<file path="src/rtl/mac_vert_column_scheduler.sv">
// rtl/mac_vert_column_scheduler.sv - sequences one vertical bit-serial MAC through a dot-product job, MSB column first.
// Optional stall counter output enabled by defining MAC_SCHED_PERF_CNT_EN.
module mac_vert_column_scheduler #(
    parameter int DATA_WIDTH    = 8,
    parameter int VEC_LENGTH    = 16,
    parameter int MUX_SEL_WIDTH = $clog2(VEC_LENGTH) + 1,
    parameter int COL_IDX_WIDTH = $clog2(DATA_WIDTH),
    parameter int ZERO_SEL      = 0
) (
    input  logic                                         clk,
    input  logic                                         reset,
    input  logic                                         start,
    input  logic [COL_IDX_WIDTH:0]                       cfg_num_cols,
    input  logic                                         cfg_pooling,
    output logic                                         busy,
    input  logic                                         col_valid,
    output logic                                         col_ready,
    input  logic [(VEC_LENGTH/2)*(MUX_SEL_WIDTH-1)-1:0]  col_sel,
    input  logic [(VEC_LENGTH/8)-1:0]                    col_skip_zero,
    output logic                                         mac_en,
    output logic                                         mac_is_msb,
    output logic [COL_IDX_WIDTH-1:0]                     mac_column_idx,
    output logic [(VEC_LENGTH/2)*(MUX_SEL_WIDTH-1)-1:0]  mac_act_sel,
    output logic [(VEC_LENGTH/8)-1:0]                    mac_is_skip_zero,
    output logic                                         mac_is_pooling,
`ifdef MAC_SCHED_PERF_CNT_EN
    output logic [15:0]                                  stall_cnt,
`endif
    output logic                                         res_valid,
    input  logic                                         res_ready
);

    localparam int SEL_W  = MUX_SEL_WIDTH - 1;
    localparam int N_ADD  = VEC_LENGTH / 2;
    localparam int N_GRP  = VEC_LENGTH / 8;
    localparam int CNT_W  = COL_IDX_WIDTH + 1;
    localparam logic [CNT_W-1:0] MAX_COLS   = CNT_W'(DATA_WIDTH);
    localparam logic [SEL_W-1:0] ZERO_SEL_L = SEL_W'(ZERO_SEL);

    typedef enum logic [1:0] {
        IDLE   = 2'd0,
        RUN    = 2'd1,
        DRAIN  = 2'd2,
        RESULT = 2'd3
    } state_t;

    state_t             state_q, state_d;
    logic [CNT_W-1:0]   remaining_q, remaining_d;
    logic               first_q, first_d;
    logic               pooling_q, pooling_d;
    logic               busy_q, busy_d;
    logic               col_ready_q, col_ready_d;
    logic               res_valid_q, res_valid_d;
    logic               issue;
`ifdef MAC_SCHED_PERF_CNT_EN
    logic [15:0]        stall_cnt_q, stall_cnt_d;
`endif

    assign issue = (state_q == RUN) && col_valid;

    always_comb begin
        state_d     = state_q;
        remaining_d = remaining_q;
        first_d     = first_q;
        pooling_d   = pooling_q;
        case (state_q)
            IDLE: begin
                if (start) begin
                    remaining_d = ((cfg_num_cols == '0) || (cfg_num_cols > MAX_COLS))
                                  ? MAX_COLS : cfg_num_cols;
                    first_d     = 1'b1;
                    pooling_d   = cfg_pooling;
                    state_d     = RUN;
                end
            end
            RUN: begin
                if (issue) begin
                    remaining_d = remaining_q - CNT_W'(1);
                    first_d     = 1'b0;
                    if (remaining_q == CNT_W'(1)) begin
                        state_d = DRAIN;
                    end
                end
            end
            DRAIN: begin
                state_d = RESULT;
            end
            RESULT: begin
                if (res_ready) begin
                    state_d   = IDLE;
                    pooling_d = 1'b0;
                end
            end
            default: begin
                state_d = IDLE;
            end
        endcase
        busy_d      = (state_d != IDLE);
        col_ready_d = (state_d == RUN);
        res_valid_d = (state_d == RESULT);
    end

`ifdef MAC_SCHED_PERF_CNT_EN
    // Saturating count of cycles lost to an empty column stream or a stalled consumer.
    always_comb begin
        stall_cnt_d = stall_cnt_q;
        if ((state_q == IDLE) && start) begin
            stall_cnt_d = '0;
        end else if ((((state_q == RUN) && !col_valid) || ((state_q == RESULT) && !res_ready))
                     && (stall_cnt_q != 16'hFFFF)) begin
            stall_cnt_d = stall_cnt_q + 16'd1;
        end
    end

    assign stall_cnt = stall_cnt_q;
`endif

    always_ff @(posedge clk) begin
        if (reset) begin
            state_q     <= IDLE;
            remaining_q <= '0;
            first_q     <= 1'b0;
            pooling_q   <= 1'b0;
            busy_q      <= 1'b0;
            col_ready_q <= 1'b0;
            res_valid_q <= 1'b0;
`ifdef MAC_SCHED_PERF_CNT_EN
            stall_cnt_q <= '0;
`endif
        end else begin
            state_q     <= state_d;
            remaining_q <= remaining_d;
            first_q     <= first_d;
            pooling_q   <= pooling_d;
            busy_q      <= busy_d;
            col_ready_q <= col_ready_d;
            res_valid_q <= res_valid_d;
`ifdef MAC_SCHED_PERF_CNT_EN
            stall_cnt_q <= stall_cnt_d;
`endif
        end
    end

    // Column fields pass straight through on an issue; the drain cycle feeds zeros to flush the pipeline.
    always_comb begin
        for (int i = 0; i < N_ADD; i++) begin
            mac_act_sel[i*SEL_W +: SEL_W] = ZERO_SEL_L;
        end
        mac_is_skip_zero = '0;
        mac_column_idx   = '0;
        if (issue) begin
            mac_act_sel      = col_sel;
            mac_is_skip_zero = col_skip_zero;
            mac_column_idx   = COL_IDX_WIDTH'(remaining_q - CNT_W'(1));
        end else if (state_q == DRAIN) begin
            mac_is_skip_zero = {N_GRP{1'b1}};
        end
    end

    assign mac_en         = issue || (state_q == DRAIN);
    assign mac_is_msb     = issue && first_q;
    assign mac_is_pooling = pooling_q;
    assign busy           = busy_q;
    assign col_ready      = col_ready_q;
    assign res_valid      = res_valid_q;

endmodule
</file>
<file path="config.mk">
export PLATFORM = sky130hd
export DESIGN_NAME = mac_vert_column_scheduler
export DESIGN_NICKNAME = d
export VERILOG_FILES = /design/src/rtl/mac_vert_column_scheduler.sv
export SDC_FILE = /design/constraint.sdc
export NUM_CORES = 1
export LEC_CHECK = 0
export ABC_AREA = 1
export CAP_MARGIN = 40
export CELL_PAD_IN_SITES_DETAIL_PLACEMENT = 1
export CELL_PAD_IN_SITES_GLOBAL_PLACEMENT = 1
export CORE_UTILIZATION = 15
export CTS_CLUSTER_DIAMETER = 40
export CTS_CLUSTER_SIZE = 12
export DETAILED_ROUTE_END_ITERATION = 8
export GPL_ROUTABILITY_DRIVEN = 1
export PLACE_DENSITY_LB_ADDON = 0.12
export SYNTH_ARGS = -nofsm -noshare
export SYNTH_HDL_FRONTEND = slang
export SYNTH_SLANG_ARGS = --single-unit
</file>
<file path="constraint.sdc">
create_clock -name clk -period 1.43 [get_ports clk]
set_clock_uncertainty 0.1 [all_clocks]
set_input_delay 0.429 -clock clk [delete_from_list [all_inputs] [get_ports clk]]
set_output_delay 0.429 -clock clk [all_outputs]
set_load 0.1 [all_outputs]
</file>
Word-level counts from Yosys, hierarchy flattened
Index checks and enable logic that the tools add are counted.
{"block": "word_totals", "reg_bits": 11, "in_bits": 44, "out_inout_bits": 43, "elab_cells": 48}
{"block": "op_classes", "n_addsub": 1, "order_cmp": 1, "eq_ne": 9, "mux": 19, "n_reduce_logical": 11}
{"operator": "$mux W32", "n": 1}
{"operator": "$mux W2", "n": 6}
{"operator": "$mux W4", "n": 3}
{"operator": "$pmux W2 S4", "n": 1}
{"operator": "$pmux W4 S2", "n": 1}
{"operator": "$eq A2 B2 Y1 const B", "n": 3}
{"operator": "$ne A2 B2 Y1 const B", "n": 3}
{"operator": "$reduce_and A3 Y1", "n": 2}
{"operator": "$reduce_bool A2 Y1", "n": 3}
{"operator": "$eq A2 B1 Y1 const B", "n": 2}
{"operator": "$eq A4 B1 Y1 const B", "n": 1}
{"operator": "$gt A4 B4 Y1 const B", "n": 1}
{"operator": "$logic_not A4 Y1", "n": 1}
{"operator": "$mux W1", "n": 4}
{"operator": "$pmux W1 S2", "n": 2}
{"operator": "$sub A4 B1 Y4 const B", "n": 1}
{"operator": "$mux W3", "n": 1}
{"operator": "$logic_and A1 B1 Y1", "n": 2}
{"operator": "$logic_not A2 Y1", "n": 1}
{"operator": "$logic_or A1 B1 Y1", "n": 2}

Longest topological paths before layout
{"block": "depth", "depth_word": 5, "depth_mapped": 7, "ltp_nobuf": 7}

Least setup slack after synthesis
Ideal clock, no wire load.
{"block": "synth_path", "kind": "input-to-output", "from": "input col_valid", "to": "output mac_act_sel[24]", "t_arrival_ps": 2107, "required_ps": 901, "setup_slack_ps": -1206, "path_stages": 4, "path_buffers": 2, "path_cell_list": "nand3_2 buf_2 buf_6 nor2_1"}
{"block": "synth_via", "elab_chain_len": 2}
{"item": "start: declaration", "line_no": "16", "source": "input logic col_valid,"}
{"item": "$logic_and A1 B1 Y1", "line_no": "59", "source": "assign issue = (state_q == RUN) && col_valid;"}
{"item": "$mux W32", "line_no": "151", "source": "if (issue) begin"}
{"item": "end: declaration", "line_no": "23", "source": "output logic [(VEC_LENGTH/2)*(MUX_SEL_WIDTH-1)-1:0] mac_act_sel,"}
Every way passes these cells.

Worst setup path after layout
{"block": "layout_path", "from": "register state_q[1]", "to": "output mac_act_sel[16]"}
{"block": "layout_via", "elab_chain_len": 3}
{"item": "start: declaration", "line_no": "47", "source": "state_t state_q, state_d;"}
{"item": "start signal: assignment", "line_no": "131", "source": "state_q <= state_d;"}
{"item": "$eq A2 B1 Y1", "line_no": "59"}
{"item": "$logic_and A1 B1 Y1", "line_no": "59"}
{"item": "$mux W32", "line_no": "151"}
Every way passes these cells.

==> out/qor.txt <==
vias per cell = 3.882
met1 usage = 0.1487
post-synth top area share = 0.2551
XOR/XNOR Fraction of Synth Area = 0
largest cells by area after synthesis = dfxtp_1 26%, nor2_1 24%, inv_1 20%, nand2_1 9.6%, o21ai_0 4.1%
peak supply drop = 0.0004493 V
post-synthesis mux area share = 0
First-pass DRT Iterations = 2
Starting DRT DRC Count = 8
initial antenna violation count = 0
TritonCTS Buffers = 3
Seq cells post-synth = 11
slew margin rel. = 0.7969
die width = 77.87 µm
compound-cell area share of the yosys netlist = 0.06377
Top FF cell, synth = dfxtp_1
startpoint types = flip-flop
port buffer count = 86
layout cells sized above 1 = 0.4869
FMAX = 542.1 MHz
Area Growth Syn to Fin = 228.3%
CP required = 0.90 ns
Ys Warns = 0
Final Instance Area = 0.002834 mm²
largest net degree at the start of global routing = 14
DIE AREA = 0.006063 mm²
vias in the first global route = 1350
gr ovfl total = 0
simple-gate share of the synthesized area = 0.4275
Clock Sinks = 11
violated checks = negative setup slack
HPWL after detailed placement = 3268 µm
GRT Total Usage = 0.1320
Crit path arrival time = 1.32 ns
num rows = 27
Synth top cells by count = 55 x nor2_1, 45 x inv_1, 22 x nand2_1
GRT Max-Usage Layer = met2
Post-Synthesis Cells = 162
Post-Synth Adder-Cell Area = 0.02899
EDFF count, synth = 0
# H-tree levels = 1
total negative slack = -15.54 ns
ANT cells = 0
critical path class = reg -> out
Routed WL = 3777 µm
fraction of registers with async set/reset = 0
run status = finished, violations left
CP max FO = 13
RSZ-0062 raised after global routing = true
Tcrit/Tclk final = 1.290
setup violators final = 39
Skew-Pair Late Insertion Delay = 0.23 ns
CTS max path bufs = 2
routability cong. = 0.7324
via count = 1316
Synth area leader = dfxtp_1
power per cell area = 673.8 mW/mm²
Initial Utilization = 0.1558
CTS tree = yes
Cell Area, Synth = 863.3 µm²
Mapped Nets = 208
Fin. Hold Viols = 0
crit path setup slack, layout = -0.4146 ns
Core ar. = 0.005540 mm²
Final Max Slew Viols = 0
met3 usage = 0.03059
Hold/Removal Path Class = reg -> reg
Clock transition at path regs = 0.05 ns
Yosys cell types = 17
fin nets = 314
DIE HEIGHT = 77.87 µm
CTS root buffer = clkbuf_8
Avg WL per Cell = 11.14 µm
maxcap violations = 0
worst slew pin tran = 0.3035 ns
most common cell in the netlist = nor2_1
leakage power = 0.001245 µW
Placed Area = 0.002733 mm²
I/O pins = 87
Tmin final = 1.845 ns
post-synthesis sequential area ratio = 0.2551
met2 GRT Util = 0.2540
Worst setup EP type = output pin
DRC = 0
Final ANT Viol Nets = 0
first-pass GRT wire length = 6423 µm
synthesized area per cell = 5.329 µm²
main combinational cell family by area after synthesis = simple AND/OR/NAND/NOR gates
[critical path, cell delays in order (launching register included)]
cell     delay, ns
dfxtp_2       0.33
inv_4         0.07
nand3_4       0.17
buf_12        0.22
nor2_4        0.11
buf_12        0.18
[final timing paths]
kind | start | end | slack [ns] | cells past startpoint
worst min-delay path | first_q | first_q | 0.36 | 2
worst max-delay path | state_q[1] | mac_act_sel[16] | -0.41 | 5
worst max register to register | state_q[1] | state_q[1] | 0.05 | 6
worst min register to register | first_q | first_q | 0.36 | 2
[routing by layer]
| metal | up-vias | wire, µm |
|---|---|---|
| met5 | - | 0 |
| met4 | 0 | 16 |
| met3 | 2 | 219 |
| met2 | 46 | 2000 |
| met1 | 597 | 1541 |
| li1 | 671 | - |
[sequential cells by signal (all words and copies together), names as in the netlist]
register and flops:
busy 1, col_ready 1, mac_is_pooling 1, first_q 1, remaining_q 4, res_valid 1, state_q 2
[stage by stage]
step	setup slack [ns]	utilization	hold WS, ns	total power [µW]	std cells
global route	-0.4767	0.5115	0.3994	2003	339
finish	-0.4146	0.5115	0.3615	1910	339
CTS	-0.4346	0.5111	0.3653	1924	339
detailed placement	-0.6995	0.4932	0.3586	1592	333
global placement	-0.6899	0.4932	0.3480	1576	333
floorplan	-0.4410	-	0.3332	1101	162
[report_power, final]
part	switching, µW	internal (µW)	leakage (µW)	total, µW
sequential	23.5	338	0.0000939	362
combinational	734	506	0.00113	1240
clock	112	195	0.0000228	307
total	870	1040	0.00124	1910
[kinds of logic after synthesis]
kind of cell             Yosys count
AND/OR/NAND/NOR                   89
adder cells (fa/ha/maj)            2
flip-flops                        11
buffers and inverters             49
AO/OA/AOI/OAI                     11
[cells in the final DEF, fill, tap and decap left out, drive strengths merged]
cell type / n
a21oi: 4
buf: 62
clkbuf: 5
clkdlybuf4s50: 42
dfxtp: 11
ha: 2
inv: 45
nand2: 24
nand3: 5
nand3b: 1
nor2: 55
nor3: 1
nor3b: 1
o21ai: 7
or2: 2
[final cells by class]
type / instances / area (µm²)
well taps: 72 / 90.09
inverters: 45 / 173.9
multi-input cells: 102 / 803.3
flip-flops and latches: 11 / 232.7
repair buffers: 105 / 1489
fillers: 644 / 2706
clock buffers: 4 / 45.04
[what timing repair did]
action / in CTS / in global routing
pin swaps: 3 / 4
setup buffers: 1 / 0
gates cloned: 1 / 0
resized for setup: 11 / 5
hold buffers: 0 / 0
endpoints found under the setup margin: 46 / 45
endpoints found under the hold margin: 0 / 0
(Power assumes the default switching activity.)
